$ cat config.mk
export PLATFORM = sky130hd
export DESIGN_NAME = mips_mc_controller
export DESIGN_NICKNAME = d
export VERILOG_FILES = /design/src/rtl/mips_mc_controller.sv
export SDC_FILE = /design/constraint.sdc
export NUM_CORES = 1
export LEC_CHECK = 0
export ABC_AREA = 1
export CAP_MARGIN = 20
export CORE_AREA = 2 2 39 41
export CTS_BUF_LIST = sky130_fd_sc_hd__clkbuf_8 sky130_fd_sc_hd__clkbuf_16
export DETAILED_ROUTE_END_ITERATION = 16
export DIE_AREA = 0 0 41 43
export DONT_BUFFER_PORTS = 1
export MAX_ROUTING_LAYER = met4
export SYNTH_ARGS = -nofsm -noshare
export SYNTH_HDL_FRONTEND = slang
export SYNTH_SLANG_ARGS = --single-unit
$ cat constraint.sdc
create_clock -name clk -period 3.1 [get_ports clk]
set_clock_uncertainty 0.05 [all_clocks]
set_input_delay 0.155 -clock clk [delete_from_list [all_inputs] [get_ports clk]]
set_output_delay 0.155 -clock clk [all_outputs]
set_load 0.05 [all_outputs]
$ cat src/rtl/mips_mc_controller.sv
// Multicycle control unit for the 8-bit MIPS datapath: a Moore FSM for datapath controls plus combinational ALU decode.
// Optional addi support is built when MIPS_ADDI_EN is defined.
module mips_mc_controller #(
    parameter int FETCH_BYTES = 4
) (
    input  logic                   clk,
    input  logic                   reset,
    input  logic [5:0]             op,
    input  logic [5:0]             funct,
    input  logic                   zero,
    output logic                   memread,
    output logic                   memwrite,
    output logic                   iord,
    output logic [FETCH_BYTES-1:0] irwrite,
    output logic                   regwrite,
    output logic                   regdst,
    output logic                   memtoreg,
    output logic                   alusrca,
    output logic [1:0]             alusrcb,
    output logic [1:0]             pcsource,
    output logic                   pcen,
    output logic [2:0]             alucont
);

    localparam logic [5:0] OP_RTYPE = 6'b000000;
    localparam logic [5:0] OP_LB    = 6'b100000;
    localparam logic [5:0] OP_SB    = 6'b101000;
    localparam logic [5:0] OP_BEQ   = 6'b000100;
    localparam logic [5:0] OP_J     = 6'b000010;
`ifdef MIPS_ADDI_EN
    localparam logic [5:0] OP_ADDI  = 6'b001000;
`endif

    typedef enum logic [3:0] {
        FETCH1, FETCH2, FETCH3, FETCH4, DECODE, MEMADR, LBRD, LBWR,
        SBWR, RTYPEEX, RTYPEWR, BEQEX, JEX, ADDIEX, ADDIWR
    } state_t;

    state_t                   state, next_state;
    logic                     pcwrite, branch;
    logic                     memwrite_raw, regwrite_raw;
    logic [FETCH_BYTES-1:0]   irwrite_raw;
    logic [1:0]               aluop;

    always_ff @(posedge clk or posedge reset) begin
        if (reset) state <= FETCH1;
        else       state <= next_state;
    end

    always_comb begin
        next_state = FETCH1;
        case (state)
            FETCH1:  next_state = FETCH2;
            FETCH2:  next_state = FETCH3;
            FETCH3:  next_state = FETCH4;
            FETCH4:  next_state = DECODE;
            DECODE: begin
                case (op)
                    OP_LB, OP_SB: next_state = MEMADR;
                    OP_RTYPE:     next_state = RTYPEEX;
                    OP_BEQ:       next_state = BEQEX;
                    OP_J:         next_state = JEX;
`ifdef MIPS_ADDI_EN
                    OP_ADDI:      next_state = ADDIEX;
`endif
                    default:      next_state = FETCH1;
                endcase
            end
            MEMADR:  next_state = (op == OP_LB) ? LBRD : SBWR;
            LBRD:    next_state = LBWR;
            RTYPEEX: next_state = RTYPEWR;
`ifdef MIPS_ADDI_EN
            ADDIEX:  next_state = ADDIWR;
`endif
            default: next_state = FETCH1;
        endcase
    end

    always_comb begin
        memread      = 1'b0;
        memwrite_raw = 1'b0;
        iord         = 1'b0;
        irwrite_raw  = '0;
        regwrite_raw = 1'b0;
        regdst       = 1'b0;
        memtoreg     = 1'b0;
        alusrca      = 1'b0;
        alusrcb      = 2'b00;
        pcsource     = 2'b00;
        pcwrite      = 1'b0;
        branch       = 1'b0;
        aluop        = 2'b00;
        case (state)
            FETCH1, FETCH2, FETCH3, FETCH4: begin
                memread = 1'b1;
                alusrcb = 2'b01;
                pcwrite = 1'b1;
                case (state)
                    FETCH1:  irwrite_raw[0] = 1'b1;
                    FETCH2:  irwrite_raw[1] = 1'b1;
                    FETCH3:  irwrite_raw[2] = 1'b1;
                    default: irwrite_raw[3] = 1'b1;
                endcase
            end
            DECODE:  alusrcb = 2'b11;
            MEMADR, ADDIEX: begin
                alusrca = 1'b1;
                alusrcb = 2'b10;
            end
            LBRD: begin
                memread = 1'b1;
                iord    = 1'b1;
            end
            LBWR: begin
                regwrite_raw = 1'b1;
                memtoreg     = 1'b1;
            end
            SBWR: begin
                memwrite_raw = 1'b1;
                iord         = 1'b1;
            end
            RTYPEEX: begin
                alusrca = 1'b1;
                aluop   = 2'b10;
            end
            RTYPEWR: begin
                regwrite_raw = 1'b1;
                regdst       = 1'b1;
            end
            BEQEX: begin
                alusrca  = 1'b1;
                aluop    = 2'b01;
                branch   = 1'b1;
                pcsource = 2'b01;
            end
            JEX: begin
                pcwrite  = 1'b1;
                pcsource = 2'b10;
            end
            ADDIWR:  regwrite_raw = 1'b1;
            default: ;
        endcase
    end

    // Reset parks the FSM in FETCH1, whose strobes must not disturb PC, IR or memory.
    assign pcen     = ~reset & (pcwrite | (branch & zero));
    assign irwrite  = reset ? '0 : irwrite_raw;
    assign memwrite = ~reset & memwrite_raw;
    assign regwrite = ~reset & regwrite_raw;

    always_comb begin
        alucont = 3'b010;
        case (aluop)
            2'b00: alucont = 3'b010;
            2'b01: alucont = 3'b110;
            default: begin
                case (funct)
                    6'b100000: alucont = 3'b010;
                    6'b100010: alucont = 3'b110;
                    6'b100100: alucont = 3'b000;
                    6'b100101: alucont = 3'b001;
                    6'b101010: alucont = 3'b111;
                    default:   alucont = 3'b101;
                endcase
            end
        endcase
    end

endmodule

Yosys cells after proc, flatten, opt, wreduce, memory -nomap -nowiden
Index checks and enable logic that the tools add are counted.

storage, ports and cells
  bits in registers = 4
  bits in latches = 0
  memory bits (read-only) = 0
  bits of input ports = 15
  word-level logic and storage cells = 66
  memories = 0
  output and inout port bits = 19
  bits in writable memories = 0

operators by class
  mux-type cells = 23
  bitwise operators = 6
  $lt $le $gt $ge = 0
  multiply operators = 0
  add/sub/neg operators = 0
  shift-type cells = 0
  equality and inequality tests = 24
  reduce and logical (&&, ||, !) cells = 12
  div/mod/pow operators = 0

operators by type and width
  operator            count
  $eq 6x6->1 const B  7
  $pmux 4 s8          1
  $eq 4x4->1 const B  7
  $eq 4x3->1 const B  4
  $pmux 4 s4          1
  $pmux 3 s5          1
  $mux 1              13
  $mux 4              3
  $reduce_or 5->1     2
  $eq 4x2->1 const B  2
  $pmux 2 s2          2
  $reduce_or 4->1     2
  $eq 6x2->1 const B  1
  $eq 6x3->1 const B  1
  $logic_not 6->1     1
  $pmux 2 s3          1
  $pmux 3 s2          1
  $reduce_or 2->1     3
  $reduce_or 3->1     2
  $and 1x1->1         4
  $eq 4x1->1 const B  1
  $logic_not 4->1     1
  $eq 2x1->1 const B  1
  $logic_not 2->1     1
  2 further kinds     2

Logic depth before layout (Yosys ltp)
Gate-level depths: netlist of run 1.

  depth in word-level cells = 5
  mapped depth = 7
  mapped depth without buffers = 7

Least setup slack after synthesis of run 1
No wires, ideal clock.

  path type = flip-flop to output port
  from = register state[3]
  to = output regwrite
  path slack = 0.849 ns
  arrival = 2.046 ns
  required time = 2.895 ns
  cell stages (with the launch flop) = 6
  buffers on the path = 0
  path through = dfrtp_1 inv_2 nand2_4 nor2_1 a21oi_1 nor2_1

between the ends
  cells in the longest elaborated chain, start to end = 4
  elaborated cells between the ends (all ways) = 6
  those cells by class = 3 x eq/ne; 1 x mux; 1 x bitwise; 1 x reduce/logical

RTL lines
  element                                          RTL line  text
  start: declaration                               39        state_t state, next_state;
  start signal: assignment                         47        else state <= next_state;
  $eq 4x4->1 / $eq 4x3->1 (equally long branches)  93        case (state)
  $reduce_or 3->1 (no line) (*)                    -
  $mux 1 (*)                                       93
  $and 1x1->1 (*)                                  149       assign regwrite = ~reset & regwrite_raw;
  end: declaration                                 15        output logic regwrite,

Mark *: on every way between the ends. The rest lies on a longest branch, timed or not.

Final worst setup path of run 1
  from = register state[2]
  to = output alucont[0]

between the ends
  cells in the longest elaborated chain, start to end = 4
  elaborated cells between the ends (all ways) = 6
  those cells by class = 3 x eq/ne; 2 x mux; 1 x reduce/logical

RTL lines
  element                                               RTL line  text
  $eq 4x4->1                                            93
  $pmux 2 s2 (*)                                        93
  $eq 2x1->1 / $logic_not 2->1 (equally long branches)  153       case (aluop)
  $pmux 3 s2 (*)                                        153
  end: declaration                                      22        output logic [2:0] alucont

Marked as above.

==> results of run 1 <==
-- path summary, 6_finish.rpt --
kind                                       to  slack, ns
setup / recovery                   alucont[0]       1.14
min in group asynchronous  state[0]$_DFF_PP0_       0.23
max in group asynchronous  state[3]$_DFF_PP0_       2.60
hold reg to reg            state[0]$_DFF_PP0_       0.64
setup reg to reg           state[2]$_DFF_PP0_       1.77
hold / removal             state[1]$_DFF_PP0_       0.07
-- cell families after synthesis --
| family | count (synthesis) | synth area share [%] |
|---|---|---|
| AND/OR/NAND/NOR | 61 | 58.2 |
| buffers and inverters | 19 | 13.8 |
| AO/OA/AOI/OAI | 8 | 8.70 |
| flip-flops | 4 | 19.3 |
-- layer usage --
layer	track usage [%]	vias up	share of wire (%)	wire length, µm
li1	-	308	-	-
met1	19.2	248	41	534
met2	27.8	24	50	648
met3	1.57	2	7.9	103
met4	8.00	0	1.2	16
met5	-	-	0	0
-- stage by stage --
step / hold slack (ns) / power [mW]
floorplan: -0.120 / 0.563
global placement: -0.0912 / 0.630
detailed placement: -0.0961 / 0.630
CTS: 0.0771 / 0.743
global route: 0.105 / 0.786
finish: 0.0734 / 0.743
-- layout make-up --
| class | instances | area, µm² | area share (%) |
|---|---|---|---|
| flip-flops and latches | 4 | 100 | 16.4 |
| clock buffers | 3 | 41.3 | 6.75 |
| repair buffers | 4 | 32.5 | 5.32 |
| multi-input cells | 69 | 347 | 56.6 |
| well taps | 16 | 20.0 | 3.27 |
| inverters | 19 | 71.3 | 11.7 |
-- synthesized netlist by cell type, drive strengths merged --
master and number:
inv 19, nand3b 1, a21oi 2, nand3 7, nor2 22, nand4 6
o2111ai 1, a31oi 1, dfrtp 4, nand2 25, o21ai 4
-- report_power, final --
| part | switching [mW] | leakage [nW] | internal [mW] | total (mW) |
|---|---|---|---|---|
| Sequential | 0.0389 | 0.0508 | 0.0768 | 0.116 |
| Clock | 0.0287 | 0.0216 | 0.0829 | 0.112 |
| Combinational | 0.424 | 0.248 | 0.0920 | 0.516 |
-- what timing repair did --
item	in CTS	in global routing
setup buffers	0	0
hold endpoints to repair	4	0
hold buffers	1	0
==> impl_results.md, run 1 <==
* Status: finished clean
* IR drop worst, VDD at 380 µV
* Yosys reg bits at 4
* Clock Path Buffers at 2
* Area leader, netlist: dfrtp_1
* Commonest cells after routing, fill and taps aside: 20 x nand2_1, 19 x nor2_1, 16 x inv_1
* Slew Viols, Final at 0
* Distinct cell type count after synthesis at 15
* Required time of the critical path at 2.89 ns
* CP endpoint kind: output port
* Die Height at 43 µm
* H-tree depth at 1
* Final hold vios at 0
* Peak per-stage delay on the critical path at 0.68 ns
* ANT cells at 0
* Commonest non-fill, non-tap cell in the layout: nand2_1
* Via density at 5.06
* Total CTS buffers at 3
* Fin worst setup slack at 1.14 ns
* Routed WL at 1300 µm
* LEAKAGE at 0.320 nW
* Final design instance area without fill at 612 µm²
* CTS Sinks at 4
* Worst path depth at 5
* Share of the synthesized area in the top cell type at 19.3%
* Critical Path Fanout Max at 5
* Max-slew headroom at between 30% and 40%
* Mapped Area at 518 µm²
* Startpoint types: register
* CTS tree: yes
* DR pass1 iterations at 4
* Gr ovfl total at 0
* Pin count of the biggest net entering global routing at 7
* Placed instance count at 111
* Layout cell share with drive strength beyond 1 at 17.2%
* Chip Width at 41 µm
* Final-stage net count at 116
* Synth Warn # at 0
* Fillers at 155
* Fin cells at approximately 120
* Maxcap violations at 0
* Vias in the first global route at a little over 500
* Slew @ Worst Pin at 0.998 ns
* Post-CTS Resized at 0
* Power Density at between 1000 and 1500 nW/µm²
* Top reg by flops: state
* Final Cycle Share at 63.3%
* Wire per inst at between 10 and 15 µm
* Port Buffers at 0
* FF-to-FF path depth at 5
* Net Count, Synth at 107
* Initial antenna violation count at 0
* Top post-synthesis cells by area: dfrtp_1 19%, nand2_1 14%, nor2_1 14%, inv_1 12%, nand4_1 7.2%
* Core ar. at between 1000 and 1500 µm²
* R2r startpoint: state[2]$_DFF_PP0_
* Clock-pin slew on the worst setup and hold paths at 0.03 ns
* # setup viols final at 0
* ANT nets after route at 0
* Post-synthesis cell count at 92
* Unrepaired setup endpoints after global routing: false
* Hold depth at 2
* Iteration-0 DRC count of the detailed router at 8
* Max reg flops at 4
* Total Routing Usage GR at 16.8%
* Detailed placer's ending HPWL at ~1100 µm
* Dpl ws at 1.36 ns
* Tightest Hold Check Type: in -> reg
* First-pass GRT wire length at 2010 µm
* Setup TNS at 0 ns
* Std-Cell Rows at 14
* Worst endpoint data arrival time at 1.76 ns
* Slowest stage cell, crit path: nor2_1
* Area Overhead vs Synth at 18.1%
* Die area at about 1800 µm²
* Final Util at 44.2%
* Detailed-route DRC error count at 0
* Clock Tree Root: clkbuf_8
* F_max at 510 MHz
* # IOs at 34
* Starting Density at 37.4%
* CP Launch Point: state[2]$_DFF_PP0_
* GP Congestion at around 0.80
* Period minus WS final at 1.96 ns
* Vias at 582
* Largest regs: state (4)
* Worst-skew pair later-pin latency at around 0.22 ns
* CP top delay family: simple AND/OR/NAND/NOR gates
* Post-Place Cell Area at about 560 µm²
* Avg Inst Size Synth at 5.63 µm²
* Worst Path Buf+Inv at 2
* Sequential fraction of the synthesis area at about a fifth
* Cell Chain, Critical Path: inv_2 > nand2_4 > nor2_4 > inv_1 > nor2_1
* HP Start: op[2]
* Critical path class: reg -> out
Note: power is estimated with default switching activity, not from simulation.
==> run 2: changes to the inputs <==
==> constraint.sdc (replaced) <==
create_clock -name clk -period 2 [get_ports clk]
set_clock_uncertainty 0.05 [all_clocks]
set_input_delay 0.1 -clock clk [delete_from_list [all_inputs] [get_ports clk]]
set_output_delay 0.1 -clock clk [all_outputs]
set_load 0.05 [all_outputs]
==> run 2 against run 1 <==
  * Wire length up 5.7%
  * Register-to-register slack worse by 1.1 ns
  * Sequential power rose by 53%
  * Highest routed layer unchanged
  * Final cell count grew 8.7%
  * Critical path depth unchanged
  * Critical endpoint is now alusrcb[0]
==> impl_results.md, run 2 (synthesis results as in run 1) <==
* Status: finished clean (unchanged)
* Maxcap violations at 0 (unchanged)
* First-pass GRT wire length at 1950 µm (was 2010 µm)
* Area Overhead vs Synth at 33.6% (was 18.1%)
* LEAKAGE at 0.374 nW (was 0.320 nW)
* Chip Width at 41 µm (unchanged)
* # IOs at 34 (unchanged)
* Final-stage net count at 126 (was 116)
* Commonest non-fill, non-tap cell in the layout: nand2_1 (unchanged)
* Detailed-route DRC error count at 0 (unchanged)
* Register area at 100 µm² (unchanged)
* Critical path class: reg -> out (unchanged)
* Critical Path Fanout Max at 6 (was 5)
* Core ar. at 1380 µm² (unchanged)
* Slew @ Worst Pin at 0.528 ns (was 0.998 ns)
* Max reg flops at 4 (unchanged)
* Sw power at 0.770 mW (was 0.491 mW)
* Die Height at 43 µm (unchanged)
* CP endpoint kind: output port (unchanged)
* CP top delay family: simple AND/OR/NAND/NOR gates (unchanged)
* Max-slew headroom at 64.7% (was 33.0%)
* R2r startpoint: state[0]$_DFF_PP0_ (was state[2]$_DFF_PP0_)
* Largest regs: state (4) (unchanged)
* Setup TNS at 0 ns (unchanged)
* ANT cells at 0 (unchanged)
* Sw frac at 63.4% (was 66.1%)
* Period minus WS final at between 1.5 and 2 ns
* Unrepaired setup endpoints after global routing: false (unchanged)
* Vias at 636 (was 582)
* Tightest Hold Check Type: in -> reg (unchanged)
* Clock Path Buffers at 2 (unchanged)
* Power Density at 1750 nW/µm² (was 1210 nW/µm²)
* ANT nets after route at 0 (unchanged)
* Footprint of the multi-input gates at 352 µm² (was 347 µm²)
* Clock-pin slew on the worst setup and hold paths at 0.03 ns (about the same)
* CP Launch Point: state[0]$_DFF_PP0_ (was state[2]$_DFF_PP0_)
* Slowest stage cell, crit path: dfrtp_1 (was nor2_1)
* Final Cycle Share at 82.9%
* Required time of the critical path at 1.85 ns (was 2.89 ns)
* Clock share of power at 13.7% (was 15.0%)
* CTS tree: yes (unchanged)
* H-tree depth at 1 (unchanged)
* Hold endpoint: state[1]$_DFF_PP0_ (unchanged)
* HP Start: op[2] (unchanged)
* Pint at 0.444 mW (was 0.252 mW)
* Met3 Use GR at 3.66% (was 1.57%)
* Peak per-stage delay on the critical path at 0.43 ns (was 0.68 ns)
* Vias in the first global route at 517 (was 519)
* Pin count of the biggest net entering global routing at 7 (unchanged)
* Reg power frac at 14.7% (was 15.6%)
* GP Congestion at 0.751 (was 0.796)
* Worst endpoint data arrival time at 1.51 ns (was 1.76 ns)
* Routed WL at 1380 µm (was 1300 µm)
* Cell Chain, Critical Path: nor2_1 > inv_2 > nor2_4 > inv_1 > nand2_1 (was inv_2 > nand2_4 > nor2_4 > inv_1 > nor2_1)
* Total CTS buffers at 3 (unchanged)
* Via density at 5.09 (was 5.06)
* Commonest cells after routing, fill and taps aside: 20 x nand2_1, 17 x nor2_1, 16 x inv_1 (was 20 x nand2_1, 19 x nor2_1, 16 x inv_1)
* F_max at 603 MHz
* Hold depth at 2 (unchanged)
* R2R Path End: state[2]$_DFF_PP0_ (unchanged)
* Postcts setup bufs at 0 (unchanged)
* Worst-skew pair later-pin latency at 0.21 ns (was 0.22 ns)
* Startpoint types: register (unchanged)
* CTS Sinks at 4 (unchanged)
* FF-to-FF path depth at 5 (unchanged)
* Iteration-0 DRC count of the detailed router at 17 (was 8)
* Fillers at 146 (was 155)
* DR pass1 iterations at 4 (unchanged)
* Initial antenna violation count at 0 (unchanged)
* Top reg by flops: state (unchanged)
* Gr ovfl total at 0 (unchanged)
* Layout cell share with drive strength beyond 1 at 26.6% (was 17.2%)
* Logic pwr share at 71.6% (was 69.4%)
* Wire per inst at 11.0 µm (was 11.3 µm)
* FF-to-FF setup slack at 0.67 ns (was 1.77 ns)
* IR drop worst, VDD at 673 µV (was 380 µV)
* Met1 usage at 17.6% (was 19.2%)
* # setup viols final at 0 (unchanged)
* Port Buffers at 0 (unchanged)
* Die area at 1760 µm² (unchanged)
* Hold slack at 0.0546 ns (was 0.0734 ns)
* Total Routing Usage GR at 16.8% (about the same)
* GR Util met2 at 27.2% (was 27.8%)
* Worst Path Buf+Inv at 2 (unchanged)
* Clock Tree Root: clkbuf_8 (unchanged)
* Slew Viols, Final at 0 (unchanged)
* Detailed placer's ending HPWL at 1160 µm (was 1090 µm)
* Busiest grt layer: met2 (unchanged)
* Std-Cell Rows at 14 (unchanged)
* Starting Density at 37.4% (unchanged)
* Final hold vios at 0 (unchanged)
run 2: changes by cell type in the layout (fill, tap and decap cells not counted), sizes merged:
cell and change:
buf +10
run 2: layer usage:
| metal | vias up | wire (µm) |
|---|---|---|
| met2 | 28 | 695 |
| met3 | 2 | 111 |
| li1 | 330 | - |
| met4 | 0 | 8 |
| met5 | - | 0 |
| met1 | 276 | 562 |
run 2: timing repair:
item                                   CTS  global route
endpoints found under the hold margin    4             0
hold buffers                             1             0
resized for setup                        0             0
run 2: how the worst max path moves through the flow:
stage	end	slack, ns	depth (start not counted)
finish	alusrcb[0]	0.34	5
floorplan	pcen	0.06	5
detailed placement	alusrcb[0]	0.57	5
global placement	alucont[2]	0.61	5
CTS	alusrcb[0]	0.33	5
global route	alusrcb[0]	0.28	5
run 2: power groups by stage:
| stage | logic, mW | registers, mW | clock network [mW] |
|---|---|---|---|
| global route | 0.923 | 0.185 | 0.180 |
| global placement | 0.859 | 0.175 | 0 |
| floorplan | 0.710 | 0.168 | 0 |
| finish | 0.869 | 0.178 | 0.167 |
| CTS | 0.873 | 0.177 | 0.173 |
| detailed placement | 0.869 | 0.178 | 0 |
run 2: cell type report:
cell class / instances / area share [%]
inverter: 19 / 10.3
timing repair buffer: 14 / 15.6
clock buffer: 3 / 5.97
multi-input combinational: 69 / 50.8
tap: 16 / 2.89
sequential: 4 / 14.5
run 2: stage by stage:
stage	power [mW]	worst slack [ns]	util [%]	instances	area, µm²
floorplan	0.878	0.0557	-	92	523
global placement	1.03	0.613	46.3	121	641
detailed placement	1.05	0.569	46.3	121	641
CTS	1.22	0.335	50.0	125	692
global route	1.29	0.284	50.0	125	692
finish	1.21	0.342	50.0	125	692
==> run 3: changes to the inputs <==
==> constraint.sdc (replaced) <==
create_clock -name clk -period 1.4 [get_ports clk]
set_clock_uncertainty 0.05 [all_clocks]
set_input_delay 0.07 -clock clk [delete_from_list [all_inputs] [get_ports clk]]
set_output_delay 0.07 -clock clk [all_outputs]
set_load 0.05 [all_outputs]
==> run 3 against run 2 <==
  * The flow now finishes with violations (setup timing)
  * Hold slack got worse by 0.024 ns
  * Worst setup slack got worse by 0.41 ns
  * Via count rose by 9.9%
  * Final cell count rose by 8.8%
  * Register-to-register slack got worse by 0.50 ns
  * Final area rose by 54%
  * Wire length rose by 31%
  * Die area did not move
  * Sequential share of layout area fell by 4.7 points
  * Highest routed layer unchanged
==> impl_results.md, run 3 (synthesis results as in run 1) <==
* Power Density at 2380 nW/µm² (was 1750 nW/µm²)
* Worst endpoint data arrival time at 1.35 ns (was 1.51 ns)
* IR drop worst, VDD at 1420 µV (was 673 µV)
* Gr ovfl total at 0 (unchanged)
* Top reg by flops: state (unchanged)
* Commonest non-fill, non-tap cell in the layout: nand2_1 (unchanged)
* # setup viols final at 10 (was 0)
* Maxcap violations at 0 (unchanged)
* Die Height at 43 µm (unchanged)
* Chip Width at 41 µm (unchanged)
* Fillers at 99 (was 146)
* Vias at 699 (was 636)
* Core ar. at 1380 µm² (unchanged)
* Starting Density at 37.4% (unchanged)
* Detailed placer's ending HPWL at 1250 µm (was 1160 µm)
* Final Cycle Share at 105%
* CTS tree: yes (unchanged)
* Total Routing Usage GR at 19.3% (was 16.8%)
* Dpl ws at 0.111 ns (was 0.569 ns)
* Clock Path Buffers at 2 (unchanged)
* Port Buffers at 0 (unchanged)
* Hold slack at 0.0306 ns (was 0.0546 ns)
* Pin count of the biggest net entering global routing at 7 (unchanged)
* DR pass1 iterations at 4 (unchanged)
* GP Congestion at 0.801 (was 0.751)
* CP top delay family: flip-flops (was simple AND/OR/NAND/NOR gates)
* Critical Path Fanout Max at 6 (unchanged)
* Status: finished with violations (was finished clean)
* Setup TNS at -0.235 ns (was 0 ns)
* FF-to-FF setup slack at 0.17 ns (was 0.67 ns)
* First-pass GRT wire length at 2340 µm (was 1950 µm)
* Via density at 5.14 (was 5.09)
* Slew @ Worst Pin at 0.358 ns (was 0.528 ns)
* Iteration-0 DRC count of the detailed router at 10 (was 17)
* Worst-skew pair later-pin latency at 0.21 ns (about the same)
* Wire per inst at 13.2 µm (was 11.0 µm)
* Clock Tree Root: clkbuf_8 (unchanged)
* Fin worst setup slack at -0.0694 ns (was 0.342 ns)
* F_max at 681 MHz
* Clock-pin slew on the worst setup and hold paths at 0.03 ns (about the same)
* Peak per-stage delay on the critical path at 0.50 ns (was 0.43 ns)
* Final-stage net count at 137 (was 126)
* CP endpoint kind: output port (unchanged)
* LEAKAGE at 0.487 nW (was 0.374 nW)
* ANT nets after route at 0 (unchanged)
* Layout cell share with drive strength beyond 1 at 51.7% (was 26.6%)
* Slowest stage cell, crit path: dfrtp_2 (was dfrtp_1)
* Routed WL at 1800 µm (was 1380 µm)
* Vias in the first global route at 598 (was 517)
* ANT cells at 0 (unchanged)
* Slew Viols, Final at 0 (unchanged)
* Startpoint types: register (unchanged)
* Std-Cell Rows at 14 (unchanged)
* Commonest cells after routing, fill and taps aside: 17 x nand2_1, 12 x inv_1, 12 x buf_12 (was 20 x nand2_1, 17 x nor2_1, 16 x inv_1)
* Violated checks: setup timing
* CTS Sinks at 4 (unchanged)
* Period minus WS final at 1.47 ns
* Worst Path Buf+Inv at 1 (was 2)
* # IOs at 34 (unchanged)
* Max-slew headroom at 75.9% (was 64.7%)
* H-tree depth at 1 (unchanged)
* Detailed-route DRC error count at 0 (unchanged)
* Cell Chain, Critical Path: nand2_4 > nor2_4 > nand2_2 > a31oi_4 > buf_12 (was nor2_1 > inv_2 > nor2_4 > inv_1 > nand2_1)
* Die area at 1760 µm² (unchanged)
* Unrepaired setup endpoints after global routing: true (was false)
* Critical path class: reg -> out (unchanged)
* Final hold vios at 0 (unchanged)
* Area Overhead vs Synth at 106% (was 33.6%)
* Initial antenna violation count at 0 (unchanged)
* Max reg flops at 4 (unchanged)
* Largest regs: state (4) (unchanged)
* Tightest Hold Check Type: in -> reg (unchanged)
* Total Power Consumption at 2.54 mW (was 1.21 mW)
* Total CTS buffers at 3 (unchanged)
* Required time of the critical path at 1.28 ns (was 1.85 ns)
[run 3: cell types whose count changed in the layout (fill, tap and decap cells not counted), sizes merged]
cell / previous run / this run
buf: 13 / 23
dlygate4sd3: 1 / 2
[run 3: worst reg2reg max path: stages (launching register included)]
cell      delay, ns
dfrtp_2        0.49
nor2_4         0.16
inv_2          0.07
nor2_4         0.10
buf_4          0.13
nand4_1        0.07
nand3b_1       0.09
[run 3: layer usage]
layer	up-vias	global-route usage [%]	share of wire [%]	wire length, µm
li1	348	-	-	-
met1	314	22.0	36	642
met2	33	31.6	56	1010
met3	4	3.66	6.6	119
met4	0	7.33	1.7	30
met5	-	-	0	0
[run 3: worst paths after layout]
check / from / endpoint / cells after the start
max: state[0]$_DFF_PP0_ / pcen / 5
min: op[3] / state[1]$_DFF_PP0_ / 3
max reg2reg: state[0]$_DFF_PP0_ / state[1]$_DFF_PP0_ / 6
min reg2reg: state[2]$_DFF_PP0_ / state[2]$_DFF_PP0_ / 4
max in group asynchronous: reset / state[0]$_DFF_PP0_ / 2
min in group asynchronous: reset / state[1]$_DFF_PP0_ / 2
[run 3: cell type report]
cell class / instances / area, µm² / share of cell area (%)
inverters: 19 / 76.3 / 7.15
multi-input cells: 69 / 475 / 44.5
flip-flops and latches: 4 / 104 / 9.73
repair buffers: 25 / 350 / 32.8
clock buffers: 3 / 41.3 / 3.87
well taps: 16 / 20.0 / 1.88
[run 3: metrics by stage]
stage / cells / cell area [µm²] / util [%]
6_report: 136 / 1070 / 77.1
5_1_grt: 136 / 1070 / 77.1
4_1_cts: 133 / 956 / 69.1
3_5_place_dp: 127 / 882 / 63.7
3_3_place_gp: 127 / 882 / 63.7
2_1_floorplan: 92 / 569 / -
[run 3: report_power, final]
part | internal [mW] | leakage, nW | total [mW] | switching, mW
registers | 0.178 | 0.0470 | 0.306 | 0.128
clock network | 0.183 | 0.0216 | 0.237 | 0.0540
logic | 0.782 | 0.418 | 2.00 | 1.22
[run 3: repair_timing]
action | 4_1_cts | 5_1_grt
setup endpoints to repair | 12 | 16
endpoints found under the hold margin | 5 | 0
setup buffers | 1 | 3
hold buffers | 2 | 0
pin swaps | 0 | 7
resized for setup | 3 | 25
